$ cat config.mk
export PLATFORM = sky130hd
export DESIGN_NAME = fib_seq
export DESIGN_NICKNAME = d
export VERILOG_FILES = /design/src/rtl/fib_seq.sv
export SDC_FILE = /design/constraint.sdc
export NUM_CORES = 1
export LEC_CHECK = 0
export ABC_AREA = 1
export CORE_MARGIN = 1.5
export CORE_UTILIZATION = 49
export DETAILED_ROUTE_END_ITERATION = 7
export HOLD_SLACK_MARGIN = 0.12
export PLACE_DENSITY = 0.76
export SYNTH_ARGS = -nofsm -noshare
export SYNTH_HDL_FRONTEND = slang
export SYNTH_SLANG_ARGS = --single-unit
$ cat constraint.sdc
create_clock -name clk -period 3.65 [get_ports clk]
set_input_delay 0.73 -clock clk [delete_from_list [all_inputs] [get_ports clk]]
set_output_delay 0.73 -clock clk [all_outputs]
set_load 0.02 [all_outputs]
$ cat src/rtl/fib_seq.sv
// rtl/fib_seq.sv - generalised Fibonacci sequence engine with result and streaming modes
//
// Computes F(i)=F(i-1)+F(i-2) from programmable seeds F(0)=seed0, F(1)=seed1.
// Optional build macro: FIB_SEQ_SATURATE_EN (terms clamp to all-ones after a carry).
//
// Ports:
//   clk, rst              clock and asynchronous active-high reset
//   go, n, seed0, seed1,  start request and operands, sampled when go is accepted
//   stream                0 = final result only, 1 = emit F(0)..F(n)
//   busy                  high while computing or emitting
//   out_valid, out_ready, stream beat handshake, term data and final-beat marker
//   out_data, out_last
//   result, done          F(n) and level done flag
//   overflow              sticky: some term F(2)..F(n) carried out of OUTPUT_WIDTH
module fib_seq #(
  parameter int INPUT_WIDTH  = 6,
  parameter int OUTPUT_WIDTH = 32
) (
  input  logic                    clk,
  input  logic                    rst,
  input  logic                    go,
  input  logic [INPUT_WIDTH-1:0]  n,
  input  logic [OUTPUT_WIDTH-1:0] seed0,
  input  logic [OUTPUT_WIDTH-1:0] seed1,
  input  logic                    stream,
  output logic                    busy,
  output logic                    out_valid,
  input  logic                    out_ready,
  output logic [OUTPUT_WIDTH-1:0] out_data,
  output logic                    out_last,
  output logic [OUTPUT_WIDTH-1:0] result,
  output logic                    overflow,
  output logic                    done
);

  typedef enum logic [1:0] {
    IDLE    = 2'd0,
    COMPUTE = 2'd1,
    EMIT    = 2'd2,
    DONE    = 2'd3
  } state_t;

  state_t                  state_q;
  logic [OUTPUT_WIDTH-1:0] a_q;
  logic [OUTPUT_WIDTH-1:0] b_q;
  logic [INPUT_WIDTH-1:0]  cnt_q;
  logic [INPUT_WIDTH-1:0]  n_q;
  logic [OUTPUT_WIDTH-1:0] result_q;
  logic                    ovf_q;
  logic                    done_q;
  logic                    busy_q;
  logic                    valid_q;
  logic                    last_q;
`ifdef FIB_SEQ_SATURATE_EN
  logic                    sat_q;
`endif

  logic [OUTPUT_WIDTH:0]   sum_d;
  logic                    carry_d;
  logic [OUTPUT_WIDTH-1:0] term_d;
  logic [INPUT_WIDTH:0]    cnt_p2_d;
  logic                    emit_ovf_ok_d;

  always_comb begin
    sum_d   = {1'b0, a_q} + {1'b0, b_q};
    carry_d = sum_d[OUTPUT_WIDTH];
`ifdef FIB_SEQ_SATURATE_EN
    // Once any term has carried, every later term stays clamped.
    term_d  = (carry_d || sat_q) ? {OUTPUT_WIDTH{1'b1}} : sum_d[OUTPUT_WIDTH-1:0];
`else
    term_d  = sum_d[OUTPUT_WIDTH-1:0];
`endif
    // In EMIT the sum being formed is F(j+2); it only counts when j+2 <= n,
    // otherwise it is a look-ahead term that will never be emitted.
    cnt_p2_d      = {1'b0, cnt_q} + (INPUT_WIDTH+1)'(2);
    emit_ovf_ok_d = (cnt_p2_d <= {1'b0, n_q});
  end

  always_ff @(posedge clk or posedge rst) begin
    if (rst) begin
      state_q  <= IDLE;
      a_q      <= '0;
      b_q      <= '0;
      cnt_q    <= '0;
      n_q      <= '0;
      result_q <= '0;
      ovf_q    <= 1'b0;
      done_q   <= 1'b0;
      busy_q   <= 1'b0;
      valid_q  <= 1'b0;
      last_q   <= 1'b0;
`ifdef FIB_SEQ_SATURATE_EN
      sat_q    <= 1'b0;
`endif
    end else begin
      case (state_q)
        IDLE, DONE: begin
          if (go) begin
            n_q    <= n;
            a_q    <= seed0;
            b_q    <= seed1;
            ovf_q  <= 1'b0;
            done_q <= 1'b0;
            busy_q <= 1'b1;
`ifdef FIB_SEQ_SATURATE_EN
            sat_q  <= 1'b0;
`endif
            if (stream) begin
              state_q <= EMIT;
              cnt_q   <= '0;
              valid_q <= 1'b1;
              last_q  <= (n == '0);
            end else begin
              state_q <= COMPUTE;
              cnt_q   <= INPUT_WIDTH'(1);
            end
          end
        end

        COMPUTE: begin
          if (cnt_q < n_q) begin
            a_q   <= b_q;
            b_q   <= term_d;
            cnt_q <= cnt_q + 1'b1;
            if (carry_d) begin
              ovf_q <= 1'b1;
`ifdef FIB_SEQ_SATURATE_EN
              sat_q <= 1'b1;
`endif
            end
          end else begin
            // Counter starts at 1, so n=0 must take F(0) from a rather than b.
            result_q <= (n_q == '0) ? a_q : b_q;
            state_q  <= DONE;
            busy_q   <= 1'b0;
            done_q   <= 1'b1;
          end
        end

        EMIT: begin
          if (out_ready) begin
            if (last_q) begin
              result_q <= a_q;
              state_q  <= DONE;
              busy_q   <= 1'b0;
              done_q   <= 1'b1;
              valid_q  <= 1'b0;
              last_q   <= 1'b0;
            end else begin
              a_q    <= b_q;
              b_q    <= term_d;
              cnt_q  <= cnt_q + 1'b1;
              last_q <= ((cnt_q + 1'b1) == n_q);
              if (carry_d && emit_ovf_ok_d) begin
                ovf_q <= 1'b1;
              end
`ifdef FIB_SEQ_SATURATE_EN
              if (carry_d) begin
                sat_q <= 1'b1;
              end
`endif
            end
          end
        end

        default: state_q <= IDLE;
      endcase
    end
  end

  assign busy      = busy_q;
  assign out_valid = valid_q;
  assign out_data  = a_q;
  assign out_last  = last_q;
  assign result    = result_q;
  assign overflow  = ovf_q;
  assign done      = done_q;

endmodule

Word level (Yosys, flattened, before mapping) --
Cells that the tools add are included.
Cells by class: mux-type cells 51, $add $sub $neg 3, magnitude comparators 2, reduce and logical (&&, ||, !) cells 14, equality and inequality tests 13
Operators by type and width (number):
- $mux W32 | 12
- $pmux W32 S3 | 2
- $pmux W32 S2 | 1
- $add A32 B32 Y33 | 1
- $mux W6 | 4
- $mux W1 | 20
- $ne A2 B2 Y1 const B | 9
- $pmux W6 S3 | 1
- $reduce_and A4 Y1 | 4
- $logic_not A6 Y1 | 2
- $mux W2 | 5
- $pmux W1 S3 | 3
- $add A6 B2 Y7 const B | 1
- $le A7 B6 Y1 | 1
- $add A6 B1 Y6 const B | 1
- $eq A6 B6 Y1 | 1
- $lt A6 B6 Y1 | 1
- $pmux W2 S3 | 1
- $reduce_and A6 Y1 | 1
- $reduce_and A5 Y1 | 1
- $eq A2 B2 Y1 const B | 2
- $pmux W1 S2 | 2
- $reduce_bool A2 Y1 | 2
- $eq A2 B1 Y1 const B | 1
- other kinds (4) | 4
Word-level totals: bits of input ports 75, bits in registers 115, output and inout port bits 69

Logic depth before layout (Yosys ltp) --
depth in word-level cells 7, gate-level depth with buffers 16, depth with buffers taken out 16

Least setup slack after synthesis --
OpenSTA, ideal clock, no wires.
kind reg2reg, start register a_q[0] (netlist: out_data[0]), end register b_q[24], clock period less this slack 2.033 ns, setup slack 1.617 ns, path buffers 0, required time 3.519 ns, setup time 0.131 ns, cell stages (with the launch flop) 13, arrival time 1.902 ns, cells stage by stage dfrtp_1 -> ha_1 -> fa_1 -> nand3_1 -> nand3_1 -> nand2_1 -> nand2_1 -> nand2_1 -> nand3_1 -> nand2_1 -> nand3_1 -> nand2_1 -> o21ai_0
On the way: longest elaborated chain between the ends 4
RTL lines:
- start: declaration | RTL line 44 | logic [OUTPUT_WIDTH-1:0] a_q;
- start signal: assignment | RTL line 122 | a_q <= b_q;
- start signal: assignment | RTL line 150 | a_q <= b_q;
- $add A32 B32 Y33 (*) | RTL line 65 | sum_d = {1'b0, a_q} + {1'b0, b_q};
- $mux W32 | RTL line 142 | if (last_q) begin
- $mux W32 | RTL line 141 | if (out_ready) begin
- $pmux W32 S3 (*) | RTL line 96 | case (state_q)
- end signal: assignment | RTL line 123 | b_q <= term_d;
- end signal: assignment | RTL line 151 | b_q <= term_d;
- end: declaration | RTL line 45 | logic [OUTPUT_WIDTH-1:0] b_q;
Mark *: on every way between the ends. The rest lies on a longest branch, timed or not. The select of a mux whose other input is x is not followed. A chain may end at the register's enable or synchronous reset.

Final worst setup path --
start register cnt_q[1], end register result_q[12] (netlist: result[12])
On the way: longest elaborated chain between the ends 3
RTL lines:
- start: declaration | RTL line 46 | logic [INPUT_WIDTH-1:0] cnt_q;
- start signal: assignment | RTL line 124 | cnt_q <= cnt_q + 1'b1;
- start signal: assignment | RTL line 152 | cnt_q <= cnt_q + 1'b1;
- $lt A6 B6 Y1 | RTL line 121 | if (cnt_q < n_q) begin
- $ne A2 B2 Y1 (no source line)
- $reduce_and A4 Y1 (no source line)
- end signal: assignment | RTL line 133 | result_q <= (n_q == '0) ? a_q : b_q;
- end signal: assignment | RTL line 143 | result_q <= a_q;
- end: declaration | RTL line 48 | logic [OUTPUT_WIDTH-1:0] result_q;
Every way passes these cells.

==> flow_summary.toml <==
[cts]
clk_pin_slew_ps = 60
cts_tree = "done"
cts_hold_buf = 0
cts_root_buffer = "clkbuf_16"
insertion_delay_ps = 420
clockBufferDepth = 2
cts_setup_buffers = 0
htree_levels = 4
cts_resized = 0
numCtsBuffers = 17
clkSinkCount = 115

[synth]
yosysSeqAreaShare = 0.341
yosys.area.top_type = "dfrtp_1"
syn-num-nets = 1432
yosysUniqueCellTypes = 38
synth_warnings = 0
yosys.area.top_type_share = 0.341
avgSynthCellArea_um2 = 6.45
synthTopCellsByArea = "dfrtp_1 34%, nand2_1 23%, inv_1 7.2%, ha_1 7.0%, nand3_1 6.8%"
synth_area_um2 = 8450
ys_ff_latch = 115
synthCells = 1309

[route]
vias = 8589
wl_per_cell_um = 14.4
ant_nets = 0
via_per_inst = 5.15
dr.pass1.iters = 5
wl_mm = 24.0
drc = 0
drt_iter0_drc = 485

[setup_path]
worstPathArrival_ps = 2770
start_kind = "flip-flop"
crit_type = "flip-flop to flip-flop"
crit_path_max_fanout = 21
cp-end-kind = "flip-flop"
cp.required_ps = 4000

[grt]
grt_pass1_wl_mm = 40.1
grt-ovfl-total = 0
grt_pass1_vias = 8053
grt_max_degree = 116
grt_antenna_before_repair = 0
grt_use_total = 0.278

[sta]
rsz0062_at_grt = "false"
final_hold_viol_count = 0
fmax_mhz = 414
fin_tns_setup_ps = 0
period_minus_slack_ps = 2420
fin_worst_skew_ps = 6.34
slew-limit-headroom = 0.385
worstMarginPinSlew_ps = 923
setup_viol = 0
fin_crit_sh = 0.662
slew_viol_final = 0

[placement]
io_buffer_count = 143
place.gp.congestion = 0.953
dp_hpwl_mm = 17.4

[run_status]
status = "finished clean"

[die]
fp.coreArea_um2 = 16700
chipHeight_um = 134
die-area_um2 = 18000
rows = 47
ios = 144
initial_core_util = 0.506
die-width_um = 134

[cells_and_area]
area_growth_pct = 26.0
drive_gt1_frac = 0.0408
nNetsFinal = 1557
n_antenna_cell = 0

[run]
timing.max_cap.violations = 0

[min_path]
hold_class = "flip-flop to flip-flop"
## final cells by class
| class | count | area [µm²] |
|---|---|---|
| clock buffer | 20 | 457 |
| clock inverter | 12 | 179 |
| fill | 1571 | 6060 |
| tap | 220 | 275 |
| multi-input combinational | 978 | 4690 |
| timing repair buffer | 155 | 1530 |
| inverter | 167 | 633 |
| sequential | 115 | 2880 |
## cell usage in the layout, fill, tap and decap left out, types with 4 or more instances in the layout
cell type and instances:
clkdlybuf4s50_1 143, clkinvlp_4 4, or2_2 5, bufinv_16 4, dfrtp_1 115, buf_4 11
nor2_1 121, o21ai_1 9, a31oi_1 38, o21ai_0 23, o31ai_1 4, xnor2_1 7
a21oi_1 40, nor3_1 4, nand2_1 516, nand3b_1 5, o211ai_1 5, nand4_1 7
inv_1 162, clkbuf_16 17, xor2_1 12, nand3_1 115, ha_1 46
## worst paths after layout
path,startpoint,to,slack (ps),cells past startpoint
max in group asynchronous,rst,overflow,2300,3
worst min register to register,result[3],result[3],480,2
worst max-delay path,cnt_q[1],result[12],1230,11
min in group asynchronous,rst,result[17],830,3
worst min-delay path,result[3],result[3],480,2
worst max register to register,cnt_q[1],result[12],1230,11
## state kept, by name (all words and copies together) (netlist names)
name / flops
cnt_q: 6
out_valid: 1
overflow: 1
b_q: 32
out_last: 1
n_q: 6
result: 32
done: 1
state_q: 2
out_data: 32
busy: 1
## per-stage QoR
step	instance area (µm²)	util	worst slack, ps	std cells	hold slack (ps)
detailed placement	10000	0.599	1140	1635	466
finish	10600	0.637	1230	1667	477
CTS	10600	0.637	1230	1667	483
global placement	10000	0.599	1180	1635	463
floorplan	8450	-	1520	1309	478
global route	10600	0.637	975	1667	497
## Yosys cell counts
cell type and instances:
a21o_1 3, a21oi_1 40, a21oi_2 1, a22oi_1 2, a31oi_1 38, a41oi_1 1
and2_1 2, buf_1 3, buf_2 14, buf_4 4, buf_6 5, clkbuf_1 23
dfrtp_1 115, fa_1 1, ha_1 47, inv_1 163, inv_2 3, inv_4 1
mux2_2 1, nand2_1 516, nand2_2 1, nand3_1 115, nand3b_1 5, nand4_1 7
nor2_1 121, nor3_1 4, nor4_1 2, o211ai_1 5, o21ai_0 23, o21ai_1 9
o21ai_2 1, o21bai_1 3, o21bai_2 1, o31ai_1 4, or2_1 1, or2_2 5
xnor2_1 7, xor2_1 12
## cells by family (layout without fill, tap and decap cells)
group / count (synthesis) / after routing / share of synthesized area
multiplexers: 1 / 1 / 0.00133
AND/OR/NAND/NOR: 779 / 779 / 0.371
flip-flops: 115 / 115 / 0.341
buffers and inverters: 216 / 354 / 0.105
AO/OA/AOI/OAI: 131 / 131 / 0.0904
XOR/XNOR: 19 / 19 / 0.0197
adder cells (fa/ha/maj): 48 / 48 / 0.0720
## metal layers
metal	GRT usage	part of all wire
met5	0	0
met2	0.446	0.46
met4	0.0830	0.015
met3	0.0370	0.046
met1	0.393	0.48
## critical path, cell delays in order, from the launching register on
cell	delay, ps
dfrtp_1	470
inv_1	120
ha_1	310
o21bai_1	80
nand4_1	70
nand3_1	160
o21bai_2	200
inv_2	50
nand2_1	340
buf_4	360
nand2_1	110
nand2_1	80
Power is left out: the tool's default activity adds up to more than one toggle a clock period on the data nets, which glitch-free logic cannot reach.
